## config.mk

```make
export PLATFORM = sky130hd
export DESIGN_NAME = magia_axi_stdio_tap
export DESIGN_NICKNAME = d
export VERILOG_FILES = /design/src/rtl/magia_axi_stdio_tap.sv
export SDC_FILE = /design/constraint.sdc
export NUM_CORES = 1
export LEC_CHECK = 0
export CAP_MARGIN = 20
export CORE_AREA = 2 2 186 188
export CTS_CLUSTER_SIZE = 20
export DETAILED_ROUTE_END_ITERATION = 10
export DIE_AREA = 0 0 188 190
export PLACE_DENSITY = 0.77
export SLEW_MARGIN = 5
export SYNTH_ARGS = -nofsm -noshare
export SYNTH_HDL_FRONTEND = slang
export SYNTH_SLANG_ARGS = --single-unit
```

## constraint.sdc

```tcl
create_clock -name clk_i -period 4.3 [get_ports clk_i]
set_input_delay 0.43 -clock clk_i [delete_from_list [all_inputs] [get_ports clk_i]]
set_output_delay 0.43 -clock clk_i [all_outputs]
set_load 0.01 [all_outputs]
```

## src/rtl/magia_axi_stdio_tap.sv

```systemverilog
// AXI4 write-path tap: forwards tile traffic to L2 unchanged while extracting
// stdout characters, the stderr code and the end-of-computation exit code.

package magia_pkg;
  typedef struct packed {
    logic [3:0]  id;
    logic [31:0] addr;
    logic [7:0]  len;
    logic [2:0]  size;
    logic [1:0]  burst;
  } axi_ax_chan_t;

  typedef struct packed {
    logic [31:0] data;
    logic [3:0]  strb;
    logic        last;
  } axi_w_chan_t;

  typedef struct packed {
    logic [3:0] id;
    logic [1:0] resp;
  } axi_b_chan_t;

  typedef struct packed {
    logic [3:0]  id;
    logic [31:0] data;
    logic [1:0]  resp;
    logic        last;
  } axi_r_chan_t;

  typedef struct packed {
    axi_ax_chan_t aw;
    logic         aw_valid;
    axi_w_chan_t  w;
    logic         w_valid;
    logic         b_ready;
    axi_ax_chan_t ar;
    logic         ar_valid;
    logic         r_ready;
  } axi_default_req_t;

  typedef struct packed {
    logic        aw_ready;
    logic        ar_ready;
    logic        w_ready;
    logic        b_valid;
    axi_b_chan_t b;
    logic        r_valid;
    axi_r_chan_t r;
  } axi_default_rsp_t;
endpackage

module magia_axi_stdio_tap #(
  parameter int unsigned          AddrWidth  = 32,
  parameter int unsigned          DataWidth  = 32,
  parameter logic [AddrWidth-1:0] StderrAddr = 32'hFFFF_0000,
  parameter logic [AddrWidth-1:0] StdoutAddr = 32'hFFFF_0004,
  parameter logic [AddrWidth-1:0] EocAddr    = 32'hCC03_0000,
  parameter int unsigned          AwDepth    = 4,
  parameter int unsigned          CharDepth  = 16,
  parameter type                  axi_req_t  = magia_pkg::axi_default_req_t,
  parameter type                  axi_rsp_t  = magia_pkg::axi_default_rsp_t
) (
  input  logic        clk_i,
  input  logic        rst_ni,
  input  axi_req_t    slv_req_i,
  output axi_rsp_t    slv_rsp_o,
  output axi_req_t    mst_req_o,
  input  axi_rsp_t    mst_rsp_i,
  output logic [7:0]  char_o,
  output logic        char_valid_o,
  input  logic        char_ready_i,
  output logic [31:0] err_code_o,
  output logic        err_valid_o,
  output logic [31:0] exit_code_o,
  output logic        eoc_o,
  output logic [15:0] drop_cnt_o
);

  localparam int unsigned StrbWidth = DataWidth / 8;
  localparam int unsigned LaneWidth = (StrbWidth > 1) ? $clog2(StrbWidth) : 1;
  localparam int unsigned AwIdxW    = $clog2(AwDepth);
  localparam int unsigned CharIdxW  = $clog2(CharDepth);
  localparam logic [AddrWidth-1:0] LaneMask = AddrWidth'(StrbWidth - 1);

  typedef enum logic [1:0] {KindNone, KindStdout, KindStderr, KindEoc} kind_e;

  typedef struct packed {
    kind_e                kind;
    logic [LaneWidth-1:0] lane;
  } aw_entry_t;

  // Write-tracking FIFO: one entry per accepted AW, popped on W.last.
  aw_entry_t         aw_mem_q [AwDepth];
  logic [AwIdxW-1:0] aw_wr_idx_q, aw_wr_idx_d, aw_rd_idx_q, aw_rd_idx_d;
  logic              aw_wr_wrap_q, aw_wr_wrap_d, aw_rd_wrap_q, aw_rd_wrap_d;
  logic              aw_full, aw_empty, aw_push, aw_pop;
  logic              aw_fwd_valid, w_fwd_valid, w_hs;
  aw_entry_t         aw_new, aw_head;
  logic [AddrWidth-1:0] aw_word;

  logic [7:0]        char_mem_q [CharDepth];
  logic [CharIdxW:0] char_wr_q, char_wr_d, char_rd_q, char_rd_d;
  logic              char_full, char_empty, char_pop, char_req, char_push;

  logic [31:0] err_code_q, err_code_d, exit_code_q, exit_code_d;
  logic        err_valid_q, err_valid_d, eoc_q, eoc_d;
  logic [15:0] drop_cnt_q, drop_cnt_d;
  logic [7:0]  w_byte;
  logic        w_strb_bit;
  logic [31:0] w_word;

  assign aw_full  = (aw_wr_idx_q == aw_rd_idx_q) && (aw_wr_wrap_q != aw_rd_wrap_q);
  assign aw_empty = (aw_wr_idx_q == aw_rd_idx_q) && (aw_wr_wrap_q == aw_rd_wrap_q);

  assign aw_fwd_valid = slv_req_i.aw_valid & ~aw_full;
  assign w_fwd_valid  = slv_req_i.w_valid & ~aw_empty;
  assign aw_push      = aw_fwd_valid & mst_rsp_i.aw_ready;
  assign w_hs         = w_fwd_valid & mst_rsp_i.w_ready;
  assign aw_pop       = w_hs & slv_req_i.w.last;

  always_comb begin
    mst_req_o          = slv_req_i;
    mst_req_o.aw_valid = aw_fwd_valid;
    mst_req_o.w_valid  = w_fwd_valid;
    slv_rsp_o          = mst_rsp_i;
    slv_rsp_o.aw_ready = mst_rsp_i.aw_ready & ~aw_full;
    slv_rsp_o.w_ready  = mst_rsp_i.w_ready & ~aw_empty;
  end

  assign aw_word = slv_req_i.aw.addr & ~LaneMask;

  always_comb begin
    aw_new.kind = KindNone;
    aw_new.lane = LaneWidth'(slv_req_i.aw.addr & LaneMask);
    if (aw_word == (StdoutAddr & ~LaneMask))      aw_new.kind = KindStdout;
    else if (aw_word == (StderrAddr & ~LaneMask)) aw_new.kind = KindStderr;
    else if (aw_word == (EocAddr & ~LaneMask))    aw_new.kind = KindEoc;
  end

  // Depth need not be a power of two, so indices wrap explicitly and toggle the wrap bit.
  always_comb begin
    aw_wr_idx_d  = aw_wr_idx_q;
    aw_wr_wrap_d = aw_wr_wrap_q;
    aw_rd_idx_d  = aw_rd_idx_q;
    aw_rd_wrap_d = aw_rd_wrap_q;
    if (aw_push) begin
      if (aw_wr_idx_q == AwIdxW'(AwDepth - 1)) begin
        aw_wr_idx_d  = '0;
        aw_wr_wrap_d = ~aw_wr_wrap_q;
      end else begin
        aw_wr_idx_d = aw_wr_idx_q + AwIdxW'(1);
      end
    end
    if (aw_pop) begin
      if (aw_rd_idx_q == AwIdxW'(AwDepth - 1)) begin
        aw_rd_idx_d  = '0;
        aw_rd_wrap_d = ~aw_rd_wrap_q;
      end else begin
        aw_rd_idx_d = aw_rd_idx_q + AwIdxW'(1);
      end
    end
  end

  always_ff @(posedge clk_i) begin
    if (aw_push) aw_mem_q[aw_wr_idx_q] <= aw_new;
  end

  assign aw_head    = aw_mem_q[aw_rd_idx_q];
  assign w_byte     = slv_req_i.w.data[{aw_head.lane, 3'b000} +: 8];
  assign w_strb_bit = slv_req_i.w.strb[aw_head.lane];
  assign w_word     = slv_req_i.w.data[31:0];

  assign char_empty = (char_wr_q == char_rd_q);
  assign char_full  = (char_wr_q[CharIdxW] != char_rd_q[CharIdxW]) &&
                      (char_wr_q[CharIdxW-1:0] == char_rd_q[CharIdxW-1:0]);
  assign char_pop   = ~char_empty & char_ready_i;
  assign char_req   = w_hs & (aw_head.kind == KindStdout) & w_strb_bit & (w_byte != 8'h00);
  // A pop in the same cycle frees the slot, so a full FIFO still accepts.
  assign char_push  = char_req & (~char_full | char_pop);

  always_comb begin
    char_wr_d   = char_wr_q;
    char_rd_d   = char_rd_q;
    drop_cnt_d  = drop_cnt_q;
    err_code_d  = err_code_q;
    err_valid_d = err_valid_q;
    exit_code_d = exit_code_q;
    eoc_d       = eoc_q;
    if (char_push) char_wr_d = char_wr_q + (CharIdxW + 1)'(1);
    if (char_pop)  char_rd_d = char_rd_q + (CharIdxW + 1)'(1);
    if (char_req && !char_push && drop_cnt_q != 16'hFFFF) drop_cnt_d = drop_cnt_q + 16'd1;
    if (w_hs && aw_head.kind == KindStderr) begin
      err_code_d  = w_word;
      err_valid_d = 1'b1;
    end
    if (w_hs && aw_head.kind == KindEoc && !eoc_q) begin
      exit_code_d = w_word;
      eoc_d       = (w_word != 32'h0);
    end
  end

  always_ff @(posedge clk_i) begin
    if (char_push) char_mem_q[char_wr_q[CharIdxW-1:0]] <= w_byte;
  end

  always_ff @(posedge clk_i or negedge rst_ni) begin
    if (!rst_ni) begin
      aw_wr_idx_q  <= '0;
      aw_wr_wrap_q <= 1'b0;
      aw_rd_idx_q  <= '0;
      aw_rd_wrap_q <= 1'b0;
      char_wr_q    <= '0;
      char_rd_q    <= '0;
      drop_cnt_q   <= '0;
      err_code_q   <= '0;
      err_valid_q  <= 1'b0;
      exit_code_q  <= '0;
      eoc_q        <= 1'b0;
    end else begin
      aw_wr_idx_q  <= aw_wr_idx_d;
      aw_wr_wrap_q <= aw_wr_wrap_d;
      aw_rd_idx_q  <= aw_rd_idx_d;
      aw_rd_wrap_q <= aw_rd_wrap_d;
      char_wr_q    <= char_wr_d;
      char_rd_q    <= char_rd_d;
      drop_cnt_q   <= drop_cnt_d;
      err_code_q   <= err_code_d;
      err_valid_q  <= err_valid_d;
      exit_code_q  <= exit_code_d;
      eoc_q        <= eoc_d;
    end
  end

  assign char_valid_o = ~char_empty;
  assign char_o       = char_empty ? 8'h00 : char_mem_q[char_rd_q[CharIdxW-1:0]];
  assign err_code_o   = err_code_q;
  assign err_valid_o  = err_valid_q;
  assign exit_code_o  = exit_code_q;
  assign eoc_o        = eoc_q;
  assign drop_cnt_o   = drop_cnt_q;

endmodule
```

==> metrics.md <==
| Metric | Value |
|---|---|
| Die height | 190 um |
| Root buffer cell | clkbuf_16 |
| Worst-path cell chain | mux4_2 -> mux2i_1 -> mux2i_1 -> nor4_4 -> a21oi_2 -> nand2_1 -> nor3_1 |
| Synth Register Bits | 242 |
| Post-CTS setup buffers | 0 |
| Main synth FF type | edfxtp_1 |
| Worst min path class | in2async |
| Worst slew margin | 27.88% |
| Row count | 68 |
| Finished Cell Area | 0.01407 mm2 |
| CP arrival | 4050 ps |
| Most common cell on crit path | mux2i_1 |
| Synth top area cells | edfxtp_1 37%, dfrtp_1 21%, buf_4 12% |
| Comb pwr share | 37.2% |
| Routed WL | 29,710 um |
| NetSw | 2780 uW |
| Io pins | 474 |
| HPWL after DPL | 22,000 um |
| Crit-path slowest cell | nor3_1 |
| Sinks on Clock Net | 242 |
| DIE AREA | 0.03572 mm2 |
| Routed len/inst | 22.23 um |
| Sequential-to-total area share from yosys stat | 58.43% |
| Placement Setup Slack | 352.8 ps |
| Pwr dens | 634.6 mW/mm2 |
| Port bufs | 239 |
| Synth async-reset ratio | 40.50% |
| Post-Syn Instances | 778 |
| 1st-pass router iterations | 5 |
| Final hold vios | 0 |
| Via count | 6,641 |
| Standby leakage power | 0.005224 uW |
| TritonCTS clock tree | yes |
| Most instantiated library cell after synthesis | buf_4 |
| CTS resizes | 0 |
| Worst-Skew Late Latency | 540 ps |
| Internal | 6148 uW |
| Initial Util | 34.17% |
| Clk slew on worst S/H paths | 70 ps |
| Maximum clock frequency | 256.8 MHz |
| All-Layer GR Usage | 16.27% |
| Fin worst setup slack | 405.5 ps |
| Die Wd | 188 um |
| Share of post-route cells with drive strength above 1 | 21.91% |
| Worst path max stage delay | 850 ps |
| GP Congestion | 0.7862 |
| Clock Tree Buf Depth | 3 |
| Initial antenna violation count | 1 |
| Synth top cells by count | 188 x buf_4, 144 x edfxtp_1, 98 x dfrtp_1 |
| H-tree depth | 1 |
| Post-synth EDFFs | 144 |
| WS Path Type | reg2reg |
| Startpoint types | register |
| Count of final setup violators | 0 |
| Min cycle time layout | 3895 ps |
| Remaining global-route overflow | 0 |
| Distinct cells, synth | 46 |
| Detail Route Antenna Nets | 0 |
| Setup tns final | 0 ps |
| Syn avg cell area | 14.91 um2 |
| Warnings from Yosys | 0 |
| P&R area growth vs syn | 21.29% |
| Share of the synthesized area in the top cell type | 37.28% |
| Status | completed |
| Worst-Margin Slew | 1074 ps |
| Max-cap violation count | 0 |
| Setup Skew | 10.17 ps |
| Period utilization | 90.57% |
| Sw Share | 31.14% |
| First-pass GRT wire length | 44,090 um |
| VDD IR max | 327.3 uV |
| Core area | 0.03395 mm2 |
| Fin. max-slew vios | 0 |
| Clock group share of total power | 24.5% |
| Vias in the first global route | 6,931 |
| Power share of the sequential group | 38.4% |
| Vias per cell | 4.971 |
| Cell taking the most area after synthesis | edfxtp_1 |
| CP Capture Type | register |
| Synth Cell Area | 0.01160 mm2 |
| Cell area after placement | 0.01322 mm2 |
| Mapped Nets | 982 |
| CP Data Required Time | 4450 ps |
| RSZ-0062 raised after global routing | no |
| Largest net degree at the start of global routing | 66 |
| Ant diodes | 0 |
| CP max FO | 17 |
| CTS Buf Count | 25 |
| Hold_buf cts | 0 |
| Detailed Route Iter0 Violations | 376 |
| DRC | 0 |
| FILL cells | 3,004 |
| Nets@finish | 1,066 |
-- routing by layer --
layer	part of all wire [%]	GRT usage [%]	wire [um]	vias to the layer above
li1	-	-	-	2832
met1	42	21.37	12410	3406
met2	47	25.67	14050	354
met3	9.2	6.106	2719	45
met4	1.6	3.422	465	4
met5	0.20	0.8242	58	-
-- power by group through the flow --
stage          sequential [uW]  combinational, uW  clock [uW]
6_report                  3430               3320        2180
5_1_grt                   3490               3540        2320
4_1_cts                   3430               3370        2220
3_5_place_dp              3470               3360           0
3_3_place_gp              3440               3280           0
2_1_floorplan             3480               1880           0
-- cell families after synthesis --
group,synth area share (%)
compound gates,0.7875
xor+xnor,2.416
fa+ha+maj,1.187
buf+inv,13.70
flops,58.43
mux,17.56
simple gates,5.923
-- registers in the layout, indices dropped and copies added (netlist names) --
signal        count
aw_rd_wrap_q      1
err_code_o       32
err_valid_o       1
drop_cnt_o       16
char_rd_q         5
char_mem_q      128
char_wr_q         5
aw_wr_idx_q       2
aw_wr_wrap_q      1
exit_code_o      32
eoc_o             1
aw_mem_q         16
aw_rd_idx_q       2
-- stage by stage --
stage,power [uW],util [%],hold WS (ps),cells
CTS,9021,41.40,56.78,1333
global placement,6726,38.95,449.2,1287
floorplan,5361,-,134.4,778
global route,9348,41.44,94.48,1336
finish,8927,41.44,14.61,1336
detailed placement,6826,38.95,458.1,1287
-- layout make-up --
cell class	instances	area, um2	share of cell area [%]
inverters	9	33.78	0.2401
clock buffers	30	674.4	4.794
repair buffers	271	2623	18.64
clock inverters	16	157.7	1.121
well taps	455	569.3	4.047
multi-input cells	313	3233	22.98
flip-flops and latches	242	6778	48.18
-- worst max-delay path, delay by kind of cell (launching register included) --
kind | cells | cell delay [ps]
multiplexers | 3 | 1350
flip-flops | 1 | 570
AO/OA/AOI/OAI | 1 | 380
AND/OR/NAND/NOR | 3 | 1180
-- path summary, 6_finish.rpt --
check,cells past startpoint,slack [ps],endpoint,start
hold / removal,1,10,err_code_o[12],rst_ni
max in group asynchronous,2,3270,exit_code_o[31],rst_ni
min in group clk_i,1,470,err_valid_o,err_valid_o
setup reg to reg,7,410,char_mem_q[1][7],aw_rd_idx_q[0]
hold reg to reg,1,470,err_valid_o,err_valid_o
setup / recovery,7,410,char_mem_q[1][7],aw_rd_idx_q[0]
-- cell usage in the layout, fill, tap and decap left out, drive strengths merged, types with 11 or more instances in the layout --
cell / Yosys / final
nand4: 13 / 13
nor4: 13 / 13
inv: 9 / 11
nand3: 12 / 12
buf: 200 / 33
dfrtp: 98 / 98
xnor2: 25 / 25
clkinv: 0 / 12
ha: 11 / 11
mux4: 45 / 45
clkdlybuf4s50: 0 / 238
nand2: 15 / 15
clkbuf: 14 / 30
nor2: 21 / 21
mux2: 68 / 68
mux2i: 25 / 25
edfxtp: 144 / 144
No activity file was read; power rests on OpenSTA's default activity.
